### config.mk
export PLATFORM = sky130hd
export DESIGN_NAME = muldiv_unit
export DESIGN_NICKNAME = d
export VERILOG_FILES = /design/src/rtl/muldiv_pkg.sv /design/src/rtl/muldiv_core.sv /design/src/rtl/muldiv_unit.sv
export SDC_FILE = /design/constraint.sdc
export NUM_CORES = 1
export LEC_CHECK = 0
export CAP_MARGIN = 20
export CORE_ASPECT_RATIO = 1.1
export CORE_MARGIN = 3
export CORE_UTILIZATION = 45
export DETAILED_ROUTE_END_ITERATION = 12
export PLACE_DENSITY = 0.65
export SLEW_MARGIN = 40
export SYNTH_ARGS = -nofsm -noshare
export SYNTH_HDL_FRONTEND = slang
export SYNTH_HIERARCHICAL = 1
export SYNTH_SLANG_ARGS = --single-unit
export TNS_END_PERCENT = 30
### constraint.sdc
create_clock -name clk -period 6.2 [get_ports clk]
set_input_delay 1.55 -clock clk [delete_from_list [all_inputs] [get_ports clk]]
set_output_delay 1.55 -clock clk [all_outputs]
set_load 0.03 [all_outputs]
### src/rtl/muldiv_pkg.sv
// muldiv_pkg: shared constants and types for the iterative multiply/divide unit.
// Holds op encodings, FSM state enumeration, iteration count, the
// divide-by-zero quotient and an operand magnitude helper.
package muldiv_pkg;

  localparam int unsigned DATA_W     = 32;
  localparam int unsigned ITER_COUNT = 32;
  localparam int unsigned CNT_W      = 6;

  localparam logic [DATA_W-1:0] DIV0_QUOT = 32'hFFFF_FFFF;

  typedef enum logic [1:0] {
    OP_MULT  = 2'b00,
    OP_MULTU = 2'b01,
    OP_DIV   = 2'b10,
    OP_DIVU  = 2'b11
  } op_e;

  typedef enum logic [2:0] {
    IDLE = 3'd0,
    PREP = 3'd1,
    CALC = 3'd2,
    FIX  = 3'd3,
    DONE = 3'd4
  } state_e;

  // Absolute value for signed ops; 32'h80000000 maps to itself, which is the
  // correct unsigned magnitude.
  function automatic logic [DATA_W-1:0] mag(input logic [DATA_W-1:0] x,
                                            input logic is_signed);
    return (is_signed && x[DATA_W-1]) ? DATA_W'(-x) : x;
  endfunction

endpackage

### src/rtl/muldiv_core.sv
// muldiv_core: one-bit-per-cycle iteration datapath.
// Multiply: radix-2 shift-add, {hi, lo} holds the product after 32 steps.
// Divide (only with MULDIV_DIV_EN): restoring shift-subtract, hi = remainder,
// lo = quotient after 32 steps.
// Ports: clk, rst (async high), load (init from mag_a/mag_b), step (one
//        iteration), is_div, mag_a, mag_b, hi, lo.
module muldiv_core
  import muldiv_pkg::*;
(
  input  logic              clk,
  input  logic              rst,
  input  logic              load,
  input  logic              step,
  input  logic              is_div,
  input  logic [DATA_W-1:0] mag_a,
  input  logic [DATA_W-1:0] mag_b,
  output logic [DATA_W-1:0] hi,
  output logic [DATA_W-1:0] lo
);

  logic [DATA_W-1:0] acc;
  logic [DATA_W-1:0] sr;
  logic [DATA_W-1:0] dvsr;
  logic [DATA_W:0]   add_sum;

  assign hi = acc;
  assign lo = sr;

  // Multiply step: conditionally add the multiplicand, then shift {carry,acc,sr} right.
  always_comb begin
    add_sum = {1'b0, acc} + (sr[0] ? {1'b0, dvsr} : '0);
  end

`ifdef MULDIV_DIV_EN
  logic [DATA_W:0]   shifted;
  logic [DATA_W-1:0] diff;
  logic              fits;

  // Divide step: shift the next dividend bit into the partial remainder and
  // subtract when it fits; the 32-bit difference is exact whenever fits=1.
  always_comb begin
    shifted = {acc, sr[DATA_W-1]};
    fits    = (shifted >= {1'b0, dvsr});
    diff    = shifted[DATA_W-1:0] - dvsr;
  end
`else
  logic unused_is_div;
  assign unused_is_div = is_div;
`endif

  always_ff @(posedge clk or posedge rst) begin
    if (rst) begin
      acc  <= '0;
      sr   <= '0;
      dvsr <= '0;
    end else if (load) begin
      acc  <= '0;
      sr   <= mag_a;
      dvsr <= mag_b;
    end else if (step) begin
`ifdef MULDIV_DIV_EN
      if (is_div) begin
        acc <= fits ? diff : shifted[DATA_W-1:0];
        sr  <= {sr[DATA_W-2:0], fits};
      end else
`endif
      begin
        acc <= add_sum[DATA_W:1];
        sr  <= {add_sum[0], sr[DATA_W-1:1]};
      end
    end
  end

endmodule

### src/rtl/muldiv_unit.sv
// muldiv_unit: iterative MULT/MULTU/DIV/DIVU unit with fixed 35-cycle latency.
// Accept edge E0 -> PREP -> 32x CALC -> FIX -> DONE (multWe high E34..E35).
// Macro MULDIV_DIV_EN compiles the divider in; without it DIV/DIVU starts
// are ignored.
// Ports: clk, rst (async high), start, op, a, b, cancel (flush),
//        busy, multWe (HI/LO write strobe), busmult ({HI, LO}).
module muldiv_unit
  import muldiv_pkg::*;
(
  input  logic                clk,
  input  logic                rst,
  input  logic                start,
  input  logic [1:0]          op,
  input  logic [DATA_W-1:0]   a,
  input  logic [DATA_W-1:0]   b,
  input  logic                cancel,
  output logic                busy,
  output logic                multWe,
  output logic [2*DATA_W-1:0] busmult
);

  state_e              state;
  op_e                 op_q;
  logic [DATA_W-1:0]   a_q;
  logic [DATA_W-1:0]   b_q;
  logic [CNT_W-1:0]    cnt;
  logic                neg_q;
  logic                neg_r;
  logic                div_zero;
  logic                is_signed;
  logic                is_div;
  logic                op_ok;
  logic                accept;
  logic [DATA_W-1:0]   core_hi;
  logic [DATA_W-1:0]   core_lo;
  logic [2*DATA_W-1:0] prod;
  logic [DATA_W-1:0]   q_fix;
  logic [DATA_W-1:0]   r_fix;
  logic [2*DATA_W-1:0] result;

  assign is_signed = ~op_q[0];
  assign is_div    = op_q[1];

`ifdef MULDIV_DIV_EN
  assign op_ok = 1'b1;
`else
  assign op_ok = ~op[1];
`endif

  assign accept = (state == IDLE) && start && !cancel && op_ok;

  muldiv_core u_core (
    .clk    (clk),
    .rst    (rst),
    .load   (state == PREP),
    .step   (state == CALC),
    .is_div (is_div),
    .mag_a  (mag(a_q, is_signed)),
    .mag_b  (mag(b_q, is_signed)),
    .hi     (core_hi),
    .lo     (core_lo)
  );

  // Sign fix; a zero divisor keeps the all-ones quotient regardless of signs.
  always_comb begin
    prod   = {core_hi, core_lo};
    q_fix  = (neg_q && !div_zero) ? DATA_W'(-core_lo) : core_lo;
    r_fix  = neg_r ? DATA_W'(-core_hi) : core_hi;
    result = is_div ? {r_fix, q_fix} : (neg_q ? (2*DATA_W)'(-prod) : prod);
  end

  always_ff @(posedge clk or posedge rst) begin
    if (rst) begin
      state    <= IDLE;
      busy     <= 1'b0;
      multWe   <= 1'b0;
      busmult  <= '0;
      cnt      <= '0;
      op_q     <= OP_MULT;
      a_q      <= '0;
      b_q      <= '0;
      neg_q    <= 1'b0;
      neg_r    <= 1'b0;
      div_zero <= 1'b0;
    end else begin
      multWe <= 1'b0;
      if (cancel && state != IDLE) begin
        state <= IDLE;
        busy  <= 1'b0;
      end else begin
        case (state)
          IDLE: begin
            if (accept) begin
              op_q  <= op_e'(op);
              a_q   <= a;
              b_q   <= b;
              busy  <= 1'b1;
              state <= PREP;
            end
          end
          PREP: begin
            neg_q    <= is_signed & (a_q[DATA_W-1] ^ b_q[DATA_W-1]);
            neg_r    <= is_signed & a_q[DATA_W-1];
            div_zero <= (b_q == '0);
            cnt      <= '0;
            state    <= CALC;
          end
          CALC: begin
            cnt <= cnt + CNT_W'(1);
            if (cnt == CNT_W'(ITER_COUNT - 1)) state <= FIX;
          end
          FIX: begin
            busmult <= result;
            multWe  <= 1'b1;
            busy    <= 1'b0;
            state   <= DONE;
          end
          DONE:    state <= IDLE;
          default: state <= IDLE;
        endcase
      end
    end
  end

endmodule

== Word level (Yosys, flattened, before mapping) ==
Index checks and enable logic that the tools add are counted.
Widths: inputs -> output; s select.

* Add/subtract/negate cells: 7
* Eq/ne operators: 6
* Muxes and demuxes: 21
* Bitwise logic cells: 6
* Reductions and logical operators: 20

{| class="wikitable"
|+ Operators with widths
! kind !! count
|-
| $mux 32 || 9
|-
| $mux 64 || 2
|-
| $neg 32->32 || 4
|-
| $neg 64->64 || 1
|-
| $add 32x33->33 || 1
|-
| $logic_not 32->1 || 1
|-
| $pmux 3 s4 || 1
|-
| $pmux 6 s2 || 1
|-
| $reduce_and 2->1 || 5
|-
| $mux 3 || 3
|-
| $logic_and 1x1->1 || 7
|-
| $add 6x1->6 const B || 1
|-
| $eq 3x2->1 const B || 2
|-
| $eq 6x5->1 const B || 1
|-
| $reduce_bool 3->1 || 2
|-
| $mux 1 || 4
|-
| $eq 3x1->1 const B || 1
|-
| $logic_not 3->1 || 1
|-
| $ne 3x2->1 const B || 1
|-
| $ne 3x3->1 const B || 1
|-
| $not 1->1 || 3
|-
| $reduce_and 3->1 || 1
|-
| $and 1x1->1 || 2
|-
| $logic_not 1->1 || 2
|-
| other kinds (3) || 3
|}

* Register bits after elaboration: 240
* Bits of input ports: 70
* Output and inout port bits: 66
* Word-level logic and storage cells: 74

== Depth between registers and ports, before layout ==
* Word-level depth: 7
* Depth in mapped cells: 13
* Mapped depth without buffers: 12

== Cells and area by module ==
Netlist, hierarchy kept.

{| class="wikitable"
|+ By module, submodules not included
! module !! times used !! cells each !! area each (µm²) !! seq. area each (µm²)
|-
| muldiv_unit || 1 || 889 || 8418.1 || 3603.5
|-
| muldiv_core || 1 || 606 || 5844.4 || 2402.3
|}

== Least setup slack after synthesis ==
No wires, ideal clock.

* Kind: input -> register
* Start point: input start
* End point: register a_q[0]
* Setup time: 125 ps
* Arrival: 2826 ps
* Required time: 6075 ps
* Setup slack: 3250 ps
* Stages on the path: 5
* Buffers on the path: 2
* Cells stage by stage: nor3b_1 -> nand2_1 -> clkbuf_1 -> clkbuf_1 -> mux2_2

* Longest elaborated chain between the ends: 4

{| class="wikitable"
|+ RTL lines
! what !! RTL line !! RTL
|-
| from (decl) || muldiv_unit.sv:12 || <nowiki>input logic start,</nowiki>
|-
| $logic_and 1x1->1 (3 in series) || muldiv_unit.sv:50 || <nowiki>assign accept = (state == IDLE) && start && !cancel && op_ok;</nowiki>
|-
| $reduce_and 3->1 (no source line) || n/a ||
|-
| to (signal assigned) || muldiv_unit.sv:80 || <nowiki>a_q <= '0;</nowiki>
|-
| to (signal assigned) || muldiv_unit.sv:95 || <nowiki>a_q <= a;</nowiki>
|-
| to (decl) || muldiv_unit.sv:24 || <nowiki>logic [DATA_W-1:0] a_q;</nowiki>
|}

Every way passes these cells.
A chain may end at the register's enable or synchronous reset.

== Worst setup path after layout ==
* Start point: input cancel
* End point: register busmult[62]

* Longest elaborated chain between the ends: 3

{| class="wikitable"
|+ RTL lines
! what !! RTL line !! RTL
|-
| from (decl) || muldiv_unit.sv:16 || <nowiki>input logic cancel,</nowiki>
|-
| $logic_and 1x1->1 || muldiv_unit.sv:87 || <nowiki>if (cancel && state != IDLE) begin</nowiki>
|-
| $not 1->1 (no source line) || n/a ||
|-
| $reduce_and 2->1 (no source line) || n/a ||
|-
| to (signal assigned) || muldiv_unit.sv:113 || <nowiki>busmult <= result;</nowiki>
|-
| to (decl) || muldiv_unit.sv:19 || <nowiki>output logic [2*DATA_W-1:0] busmult</nowiki>
|}

Every way passes these cells.

==> results.sh <==
export IMPL_cts_tree="done"
export IMPL_ant_nets=0
export IMPL_grt_pass1_vias=10659
export IMPL_first_pass_iters=5
export IMPL_rr_startpoint="u_core/lo[0]"
export IMPL_multi_input_area_um2=7890
export IMPL_finalSetupViolations=0
export IMPL_yosysWarningCount=6
export IMPL_port_buffers=135
export IMPL_fin_crit_sh_pct=53.6
export IMPL_ff_latch_area_um2=6010
export IMPL_p_leak_uw=0.00711
export IMPL_maxSlewViolCount=0
export IMPL_whs_ns=0.474
export IMPL_hp_start="busmult[57]"
export IMPL_grt_util_all_layers_pct=20.2
export IMPL_async_flop_share_pct=100
export IMPL_drtIter0Drc=681
export IMPL_grt_max_degree=70
export IMPL_insertion_delay_ns=0.53
export IMPL_cts_setup_buffers=0
export IMPL_worstPathMaxFanout=64
export IMPL_dieArea_um2=33900
export IMPL_worstPathArrival_ns=3.73
export IMPL_status="finished clean"
export IMPL_avgSynthCellArea_um2=9.54
export IMPL_syn_inst=1495
export IMPL_ys_types=75
export IMPL_postCtsHoldBufs=0
export IMPL_min_to="busmult[57]"
export IMPL_ys_seq_area_share_pct=42.1
export IMPL_relSlewSlack_pct=50.3
export IMPL_tns_ns=0
export IMPL_drive_above_1_share_pct=11.8
export IMPL_tightest_slew_ns=0.744
export IMPL_final_core_util_pct=54.6
export IMPL_final_cell_mix="dfrtp_1, nand2_1, clkdlybuf4s50_1"
export IMPL_fillers=2840
export IMPL_overflow=0
export IMPL_critical_path_class="in2reg"
export IMPL_worst_hold_path_num_cells=2
export IMPL_fin_crit_ns=3.32
export IMPL_drc=0
export IMPL_htree_levels=1
export IMPL_die_h_um=193
export IMPL_nets=1708
export IMPL_cp_startpoint="cancel"
export IMPL_reg2reg_setup_slack_ns=2.91
export IMPL_cts_repair_resized=0
export IMPL_peakVddDrop_v=0.000200
export IMPL_ys_seq_elements=240
export IMPL_core_area_um2=30800
export IMPL_hold_viol=0
export IMPL_mostFrequentLayoutCell="dfrtp_1"
export IMPL_die_x_um=176
export IMPL_dp_hpwl_mm=25.9
export IMPL_grt_setup_unrepaired="no"
export IMPL_num_rows=67
export IMPL_ios=136
export IMPL_area_delta_synth_final_pct=18.2
export IMPL_synth_edff_count=0
export IMPL_syn_num_nets=1603
export IMPL_hp_class="reg2reg"
export IMPL_routed_wl_mm=34.3
export IMPL_final_setup_skew_ns=0.00881
export IMPL_vias=11251
export IMPL_powerDensity_nw_per_um2=438
export IMPL_dominantRegCellSynth="dfrtp_1"
export IMPL_clockBufferDepth=3
export IMPL_setup_worst_path_end_class="flip-flop"
export IMPL_cts_root_buf="clkbuf_16"
export IMPL_synth_area_um2=14300
export IMPL_reg2reg_depth=12
export IMPL_cts_buffers=27
export IMPL_path_clk_slew_ns=0.05
export IMPL_cp_required_ns=6.60
export IMPL_vias_per_cell=5.54
export IMPL_initial_utilization_pct=46.2
export IMPL_worstSetupStartpointType="primary input"
export IMPL_routedWlPerCell_um=16.9
export IMPL_place_congestion=0.892
export IMPL_clock_fmax_mhz=301
export IMPL_grt_pass1_wl_mm=56.6
export IMPL_antenna_cells=0
export IMPL_maxCapViolations=0
export IMPL_r2r_end="u_core/hi[29]"
export IMPL_cts_sinks=240
export IMPL_antenna_found_initial=0
kinds of logic after synthesis:
group / after synthesis / synth area share, %
AO/OA/AOI/OAI: 346 / 15.4
XOR/XNOR: 135 / 8.29
AND/OR/NAND/NOR: 490 / 17.2
flip-flops: 240 / 42.1
buffers and inverters: 105 / 2.82
adder cells (fa/ha/maj): 38 / 3.39
multiplexers: 141 / 10.8
worst max-delay path: stages:
cell and delay (ns):
clkdlybuf4s50_1 0.59, nor2_1 0.12, nand3_4 0.44, buf_4 0.56
nor2_1 0.17, a22oi_1 0.18, nand3_1 0.10
how the worst max path moves through the flow:
stage	to	cells past startpoint
after floorplan	a_q[0]	1
after global placement	b_q[3]	5
after detailed placement	busmult[62]	7
after CTS	u_core/hi[29]	12
after global routing	u_core/hi[29]	12
final	busmult[62]	7
per-stage QoR:
stage | setup WS, ns | instance area [um2] | cells | power (uW)
global route | 2.62 | 16900 | 2031 | 7950
floorplan | 0.784 | 14300 | 1495 | 4860
global placement | 2.17 | 16000 | 1983 | 5770
CTS | 2.88 | 16900 | 2031 | 7410
finish | 2.88 | 16900 | 2031 | 7380
detailed placement | 2.34 | 16000 | 1985 | 5860
cell type report:
type                       count  area share (%)
timing repair buffer         146            8.65
tap                          414            3.07
clock inverter                12           0.653
inverter                      35           0.839
sequential                   240            35.6
multi-input combinational   1150            46.8
clock buffer                  34            4.34
report_power, final:
part	internal (uW)	total, uW	switching, uW
Sequential	2060	2710	656
Clock	909	1520	616
Combinational	1390	3140	1750
Total	4360	7380	3020
routing by layer:
metal | vias to the layer above | track usage, % | wire length (um) | part of all wire [%]
met5 | - | 0 | 0 | 0
met1 | 5329 | 31.6 | 17600 | 51
met3 | 43 | 2.74 | 1920 | 5.6
li1 | 5588 | - | - | -
met2 | 291 | 29.4 | 14100 | 41
met4 | 0 | 5.09 | 676 | 2.0
registers in the layout, summed over array words and instances, names as in the netlist:
register,flops
state,3
u_core/hi,32
multWe,1
cnt,6
neg_r,1
div_zero,1
op_q,2
busy,1
busmult,64
u_core/lo,32
neg_q,1
u_core/dvsr,32
b_q,32
a_q,32
Yosys cell counts (35+ instances only):
| cell | n | area [um2] |
|---|---|---|
| xor2_1 | 54 | 473 |
| ha_1 | 37 | 463 |
| mux2_2 | 98 | 1100 |
| xnor2_1 | 81 | 709 |
| clkbuf_1 | 58 | 218 |
| o21ai_0 | 128 | 641 |
| and2_1 | 39 | 244 |
| dfrtp_1 | 240 | 6010 |
| inv_1 | 35 | 131 |
| mux2i_1 | 43 | 430 |
| nor3_1 | 43 | 215 |
| a21oi_1 | 68 | 340 |
| nand2_1 | 166 | 623 |
| nor2_1 | 99 | 372 |
Power figures use the tool's default switching activity.
